**src/rtl/csr_regfile.sv**
```systemverilog
// rtl/csr_regfile.sv - AXI4-lite control/status register file for the bster core
module csr_regfile #(
    parameter int CSR_ADDR_WIDTH = 8,
    parameter int CSR_DATA_WIDTH = 32,
    parameter int NB_CTRL        = 4,
    parameter int NB_STAT        = 4,
    parameter logic [NB_CTRL*CSR_DATA_WIDTH-1:0] CTRL_INIT = '0
) (
    input  logic                                  aclk,
    input  logic                                  aresetn,
    input  logic                                  awvalid,
    output logic                                  awready,
    input  logic [CSR_ADDR_WIDTH-1:0]             awaddr,
    input  logic [2:0]                            awprot,
    input  logic                                  wvalid,
    output logic                                  wready,
    input  logic [CSR_DATA_WIDTH-1:0]             wdata,
    input  logic [CSR_DATA_WIDTH/8-1:0]           wstrb,
    output logic                                  bvalid,
    input  logic                                  bready,
    output logic [1:0]                            bresp,
    input  logic                                  arvalid,
    output logic                                  arready,
    input  logic [CSR_ADDR_WIDTH-1:0]             araddr,
    input  logic [2:0]                            arprot,
    output logic                                  rvalid,
    input  logic                                  rready,
    output logic [CSR_DATA_WIDTH-1:0]             rdata,
    output logic [1:0]                            rresp,
    input  logic [((NB_STAT > 0) ? NB_STAT : 1)*CSR_DATA_WIDTH-1:0] csr_i,
    output logic [NB_CTRL*CSR_DATA_WIDTH-1:0]     csr_o,
    output logic [NB_CTRL-1:0]                    csr_wr
);

    localparam int DW       = CSR_DATA_WIDTH;
    localparam int NBYTE    = DW / 8;
    localparam int ADDR_LSB = (DW == 64) ? 3 : 2;
    localparam int IW       = CSR_ADDR_WIDTH - ADDR_LSB;

    localparam logic [1:0] RESP_OKAY   = 2'b00;
    localparam logic [1:0] RESP_SLVERR = 2'b10;
    localparam logic [1:0] RESP_DECERR = 2'b11;

    logic              aw_held;
    logic              w_held;
    logic [IW-1:0]     aw_idx_q;
    logic [DW-1:0]     w_data_q;
    logic [NBYTE-1:0]  w_strb_q;
    logic [DW-1:0]     ctrl_q [NB_CTRL];

    logic              aw_hs;
    logic              w_hs;
    logic              ar_hs;
    logic              commit;
    logic [31:0]       wr_idx;
    logic [31:0]       rd_idx;
    logic [DW-1:0]     wr_data;
    logic [NBYTE-1:0]  wr_strb;
    logic [NB_CTRL-1:0] wr_sel;
    logic [1:0]        wr_resp;
    logic [DW-1:0]     rd_data_d;
    logic [1:0]        rd_resp_d;
    logic              unused_ok;

    // Ready outputs: single-entry holding per channel, and no new write while a response waits
    assign awready = aresetn & ~aw_held & ~bvalid;
    assign wready  = aresetn & ~w_held & ~bvalid;
    assign arready = aresetn & ~rvalid;

    assign aw_hs  = awvalid & awready;
    assign w_hs   = wvalid & wready;
    assign ar_hs  = arvalid & arready;
    assign commit = (aw_held | aw_hs) & (w_held | w_hs);

    // Held values win over the live bus since they arrived first
    assign wr_idx  = aw_held ? 32'(aw_idx_q) : 32'(awaddr[CSR_ADDR_WIDTH-1:ADDR_LSB]);
    assign wr_data = w_held ? w_data_q : wdata;
    assign wr_strb = w_held ? w_strb_q : wstrb;
    assign rd_idx  = 32'(araddr[CSR_ADDR_WIDTH-1:ADDR_LSB]);

    assign unused_ok = ^{awprot, arprot, awaddr[ADDR_LSB-1:0], araddr[ADDR_LSB-1:0]};

    // Write target decode: control select plus the response code for the region hit
    always_comb begin
        wr_sel  = '0;
        wr_resp = RESP_DECERR;
        for (int k = 0; k < NB_CTRL; k++) begin
            if (wr_idx == 32'(k)) begin
                wr_sel[k] = 1'b1;
                wr_resp   = RESP_OKAY;
            end
        end
        for (int k = 0; k < NB_STAT; k++) begin
            if (wr_idx == 32'(NB_CTRL + k)) begin
                wr_resp = RESP_SLVERR;
            end
        end
    end

    // Read mux: control registers show their pre-commit value, status is sampled live
    always_comb begin
        rd_data_d = '0;
        rd_resp_d = RESP_DECERR;
        for (int k = 0; k < NB_CTRL; k++) begin
            if (rd_idx == 32'(k)) begin
                rd_data_d = ctrl_q[k];
                rd_resp_d = RESP_OKAY;
            end
        end
        for (int k = 0; k < NB_STAT; k++) begin
            if (rd_idx == 32'(NB_CTRL + k)) begin
                rd_data_d = csr_i[k*DW +: DW];
                rd_resp_d = RESP_OKAY;
            end
        end
    end

    // AW/W capture and write response; a commit consumes both holding slots
    always_ff @(posedge aclk or negedge aresetn) begin
        if (!aresetn) begin
            aw_held  <= 1'b0;
            w_held   <= 1'b0;
            aw_idx_q <= '0;
            w_data_q <= '0;
            w_strb_q <= '0;
            bvalid   <= 1'b0;
            bresp    <= RESP_OKAY;
        end else begin
            if (commit) begin
                aw_held <= 1'b0;
                w_held  <= 1'b0;
                bvalid  <= 1'b1;
                bresp   <= wr_resp;
            end else begin
                if (aw_hs) begin
                    aw_held  <= 1'b1;
                    aw_idx_q <= awaddr[CSR_ADDR_WIDTH-1:ADDR_LSB];
                end
                if (w_hs) begin
                    w_held   <= 1'b1;
                    w_data_q <= wdata;
                    w_strb_q <= wstrb;
                end
                if (bvalid && bready) begin
                    bvalid <= 1'b0;
                end
            end
        end
    end

    // Control register update with byte strobes and the one-cycle write pulse
    always_ff @(posedge aclk or negedge aresetn) begin
        if (!aresetn) begin
            csr_wr <= '0;
            for (int k = 0; k < NB_CTRL; k++) begin
                ctrl_q[k] <= CTRL_INIT[k*DW +: DW];
            end
        end else begin
            csr_wr <= '0;
            if (commit) begin
                for (int k = 0; k < NB_CTRL; k++) begin
                    if (wr_sel[k]) begin
                        csr_wr[k] <= 1'b1;
                        for (int b = 0; b < NBYTE; b++) begin
                            if (wr_strb[b]) begin
                                ctrl_q[k][b*8 +: 8] <= wr_data[b*8 +: 8];
                            end
                        end
                    end
                end
            end
        end
    end

    // Read response register, held until the master takes it
    always_ff @(posedge aclk or negedge aresetn) begin
        if (!aresetn) begin
            rvalid <= 1'b0;
            rdata  <= '0;
            rresp  <= RESP_OKAY;
        end else if (ar_hs) begin
            rvalid <= 1'b1;
            rdata  <= rd_data_d;
            rresp  <= rd_resp_d;
        end else if (rvalid && rready) begin
            rvalid <= 1'b0;
        end
    end

    // Flatten the control array onto the output bus
    for (genvar g = 0; g < NB_CTRL; g++) begin : g_csr_o
        assign csr_o[g*DW +: DW] = ctrl_q[g];
    end

endmodule
```
**config.mk**
```make
export PLATFORM = sky130hd
export DESIGN_NAME = csr_regfile
export DESIGN_NICKNAME = d
export VERILOG_FILES = /design/src/rtl/csr_regfile.sv
export SDC_FILE = /design/constraint.sdc
export NUM_CORES = 1
export LEC_CHECK = 0
export CAP_MARGIN = 20
export CELL_PAD_IN_SITES_DETAIL_PLACEMENT = 1
export CELL_PAD_IN_SITES_GLOBAL_PLACEMENT = 2
export CORE_ASPECT_RATIO = 0.8
export CORE_UTILIZATION = 31
export CTS_CLUSTER_DIAMETER = 40
export DETAILED_ROUTE_END_ITERATION = 10
export PLACE_DENSITY_LB_ADDON = 0.1
export SETUP_SLACK_MARGIN = 0.4
export SLEW_MARGIN = 25
export SYNTH_ARGS = -nofsm -noshare
export SYNTH_HDL_FRONTEND = slang
export SYNTH_SLANG_ARGS = --single-unit
```
**constraint.sdc**
```tcl
create_clock -name aclk -period 4.3 [get_ports aclk]
set_input_delay 0.645 -clock aclk [delete_from_list [all_inputs] [get_ports aclk]]
set_output_delay 0.645 -clock aclk [all_outputs]
set_load 0.02 [all_outputs]
```
==> out/qor.txt <==
Synth Area in XOR/XNOR: 0%
Final Wtd Congestion: 0.805
post-CTS setup buffers: 0
largest buffer count on any clock path: 3
initial antenna violation count: 7
Cell Area, Synth: 10700 um2
routed vias: 8806
FF-to-FF End: csr_o[29]
post-synthesis cell count: 873
Hold EP: bresp[0]
Final ANT Viol Nets: 0
#FFs+latches synth: 213
GRT Overall Usage: 24.5%
number of clock sinks: 213
largest family of logic cells by synthesized area: multiplexers
CTS H-tree lvls: 2
Finished Layout Cells: 1699
Hold Vio Cnt, Final: 0
final WL: 42.8 mm
most frequent cell after synthesis: dfrtp_1
die height: 168 um
Synth async-reset ratio: 100%
reg-to-reg slack, setup: 1480 ps
synth top area cells: dfrtp_1, mux2_2, o21ai_0, mux2i_1, nor3_4
clk_lat worst skew: 520 ps
pre-CTS WS: 813 ps
DRT iter0 DRCs: 381
reg2reg path depth: 6
Post-synth EDFFs: 0
hold_buf cts: 1
total power: 0.00877 W
Post-Synth Simple-Gate Area: 9.98%
Rel. slew slack: 41.1%
FP Rows: 60
CP Max Fanout: 14
Worst setup EP type: flip-flop
RSZ-0062 raised after global routing: no
Startpoint Class: input port
sequential fraction of the synthesis area: 49.9%
Worst Skew: 16.2 ps
worst hold path class: flip-flop to flip-flop
fin util: 47.8%
P per Cell Area: 543 nW/um2
final setup fails: 0
Final TNS setup: 0 ps
CORE AREA: 33800 um2
Reg clk slew, reported paths: 50 ps
first-pass GRT wire length: 63.7 mm
CP cell instances: dlygate4sd3_1, buf_8, and3b_1, o22ai_1, buf_4, o21bai_4, buf_16, nor3_4, mux2_2
CTS Buf Count: 37
vias per cell: 5.18
multiplexer share of the synthesized area: 27.0%
Hold Crit Start: bresp[0]
port bufs: 355
Worst Path Arrival: 3540 ps
leak pwr: 6.96 nW
Synth top cells by count: dfrtp_1, mux2_2, o21ai_0
Synth top area share: 49.9%
hold depth: 1
IO Pins: 366
DR WL/cell: 25.2 um
number of global-route vias before repair: 9586
die width: 210 um
share of layout cells above drive strength 1: 26.2%
CTS tree: done
worst stage delay on the critical path: 630 ps
Final Cycle Share: 73.1%
MaxCap Viol Count: 0
Initial Util: 31.6%
GRT overflow: 0
DIE AREA: 35200 um2
Final WS setup: 1150 ps
min cycle time layout: 3150 ps
post-synth top area cell: dfrtp_1
post-synthesis adder-cell area fraction: 0%
Critical-path top delay cell: nor3_4
worst-margin pin slew: 858 ps
post-DP HPWL: 30.5 mm
TritonRoute pass-1 iters: 4
WS Path Type: input port to flip-flop
Synth Flop Type: dfrtp_1
pins over their slew limit: 0
CTS resizes: 0
DRC errors left: 0
post-synth net total: 1066
unique cell type count in the Yosys netlist: 48
area grow syn2layout: 51.1%
placed cell count: 1626
yosys warns: 0
status: completed
Critical Path RT: 4690 ps
NumNets Final: 1426
Compound-Gate Fraction of Synth Area: 10.7%
achievable frequency: 318 MHz
CTS Root Cell: clkbuf_16
r2r startpoint: w_held
largest net degree at the start of global routing: 75
Synth Area per Inst: 12.2 um2
Max VDD drop: 341 uV
## flip-flops by register name, summed over array words and instances (netlist names)
register,cells
csr_o,128
aw_idx_q,6
rresp,1
rvalid,1
csr_wr,4
bresp,2
bvalid,1
w_held,1
w_data_q,32
aw_held,1
w_strb_q,4
rdata,32
## report_power, final
| part | switching, W | internal, W | leakage, nW | total [W] |
|---|---|---|---|---|
| clock network | 0.00107 | 0.00215 | 0.657 | 0.00322 |
| registers | 0.000426 | 0.00253 | 2.85 | 0.00296 |
| logic | 0.00126 | 0.00133 | 3.46 | 0.00259 |
## per-layer routing
layer	vias up	track usage, %	wire length [um]
li1	3982	-	-
met1	4484	32.3	19100
met2	258	39.5	19900
met3	74	7.03	2840
met4	8	6.00	903
met5	-	0	59
## final cells by class
type                    instances  area, um2
flip-flops and latches        213       5330
inverters                       5       18.8
multi-input cells             599       5150
well taps                     434        543
repair buffers                377       3740
clock buffers                  45       1040
clock inverters                22        318
fillers                      3538      17600
diodes                          4       10.0
## worst max-delay path by stage
stage	startpoint	end	slack, ps
2_1_floorplan	awaddr[5]	csr_o[112]	1940
3_3_place_gp	awaddr[5]	csr_o[118]	870
3_5_place_dp	awaddr[5]	csr_o[113]	810
4_1_cts	aresetn	csr_o[119]	1150
5_1_grt	aresetn	csr_o[29]	1130
6_report	aresetn	csr_o[29]	1150
## critical path, delay by kind of cell
kind	cells	cell delay, ps
AND/OR/NAND/NOR	2	860
multiplexers	1	410
AO/OA/AOI/OAI	2	390
buffers and inverters	4	1180
## layout by cell type (no fill, tap or decap), types with 6 or more instances in the layout
master           count
a31oi_1             14
mux2_1               8
bufinv_16            7
mux4_2              10
o31a_1               6
a221oi_1             8
nor2_1              26
mux2_2             194
nor3_4              16
nand3b_1            24
a21oi_1              8
buf_4               21
clkbuf_16           39
nand2_1             49
mux2_4               8
dfrtp_1            212
nor3_1              16
a22oi_1             17
mux2i_1             27
clkdlybuf4s50_1    352
o21ai_0             90
and3_1              17
o22ai_1             10
a211o_1             14
## per-stage QoR
step	cell area, um2	hold slack [ps]
detailed placement	14700	473
global route	16100	494
CTS	16100	485
finish	16200	484
global placement	14700	462
floorplan	10700	349
## logic make-up after synthesis
group	after synthesis
compound gates	182
buf+inv	61
flops	213
mux	247
simple gates	170
No activity file was read; power rests on OpenSTA's default activity.
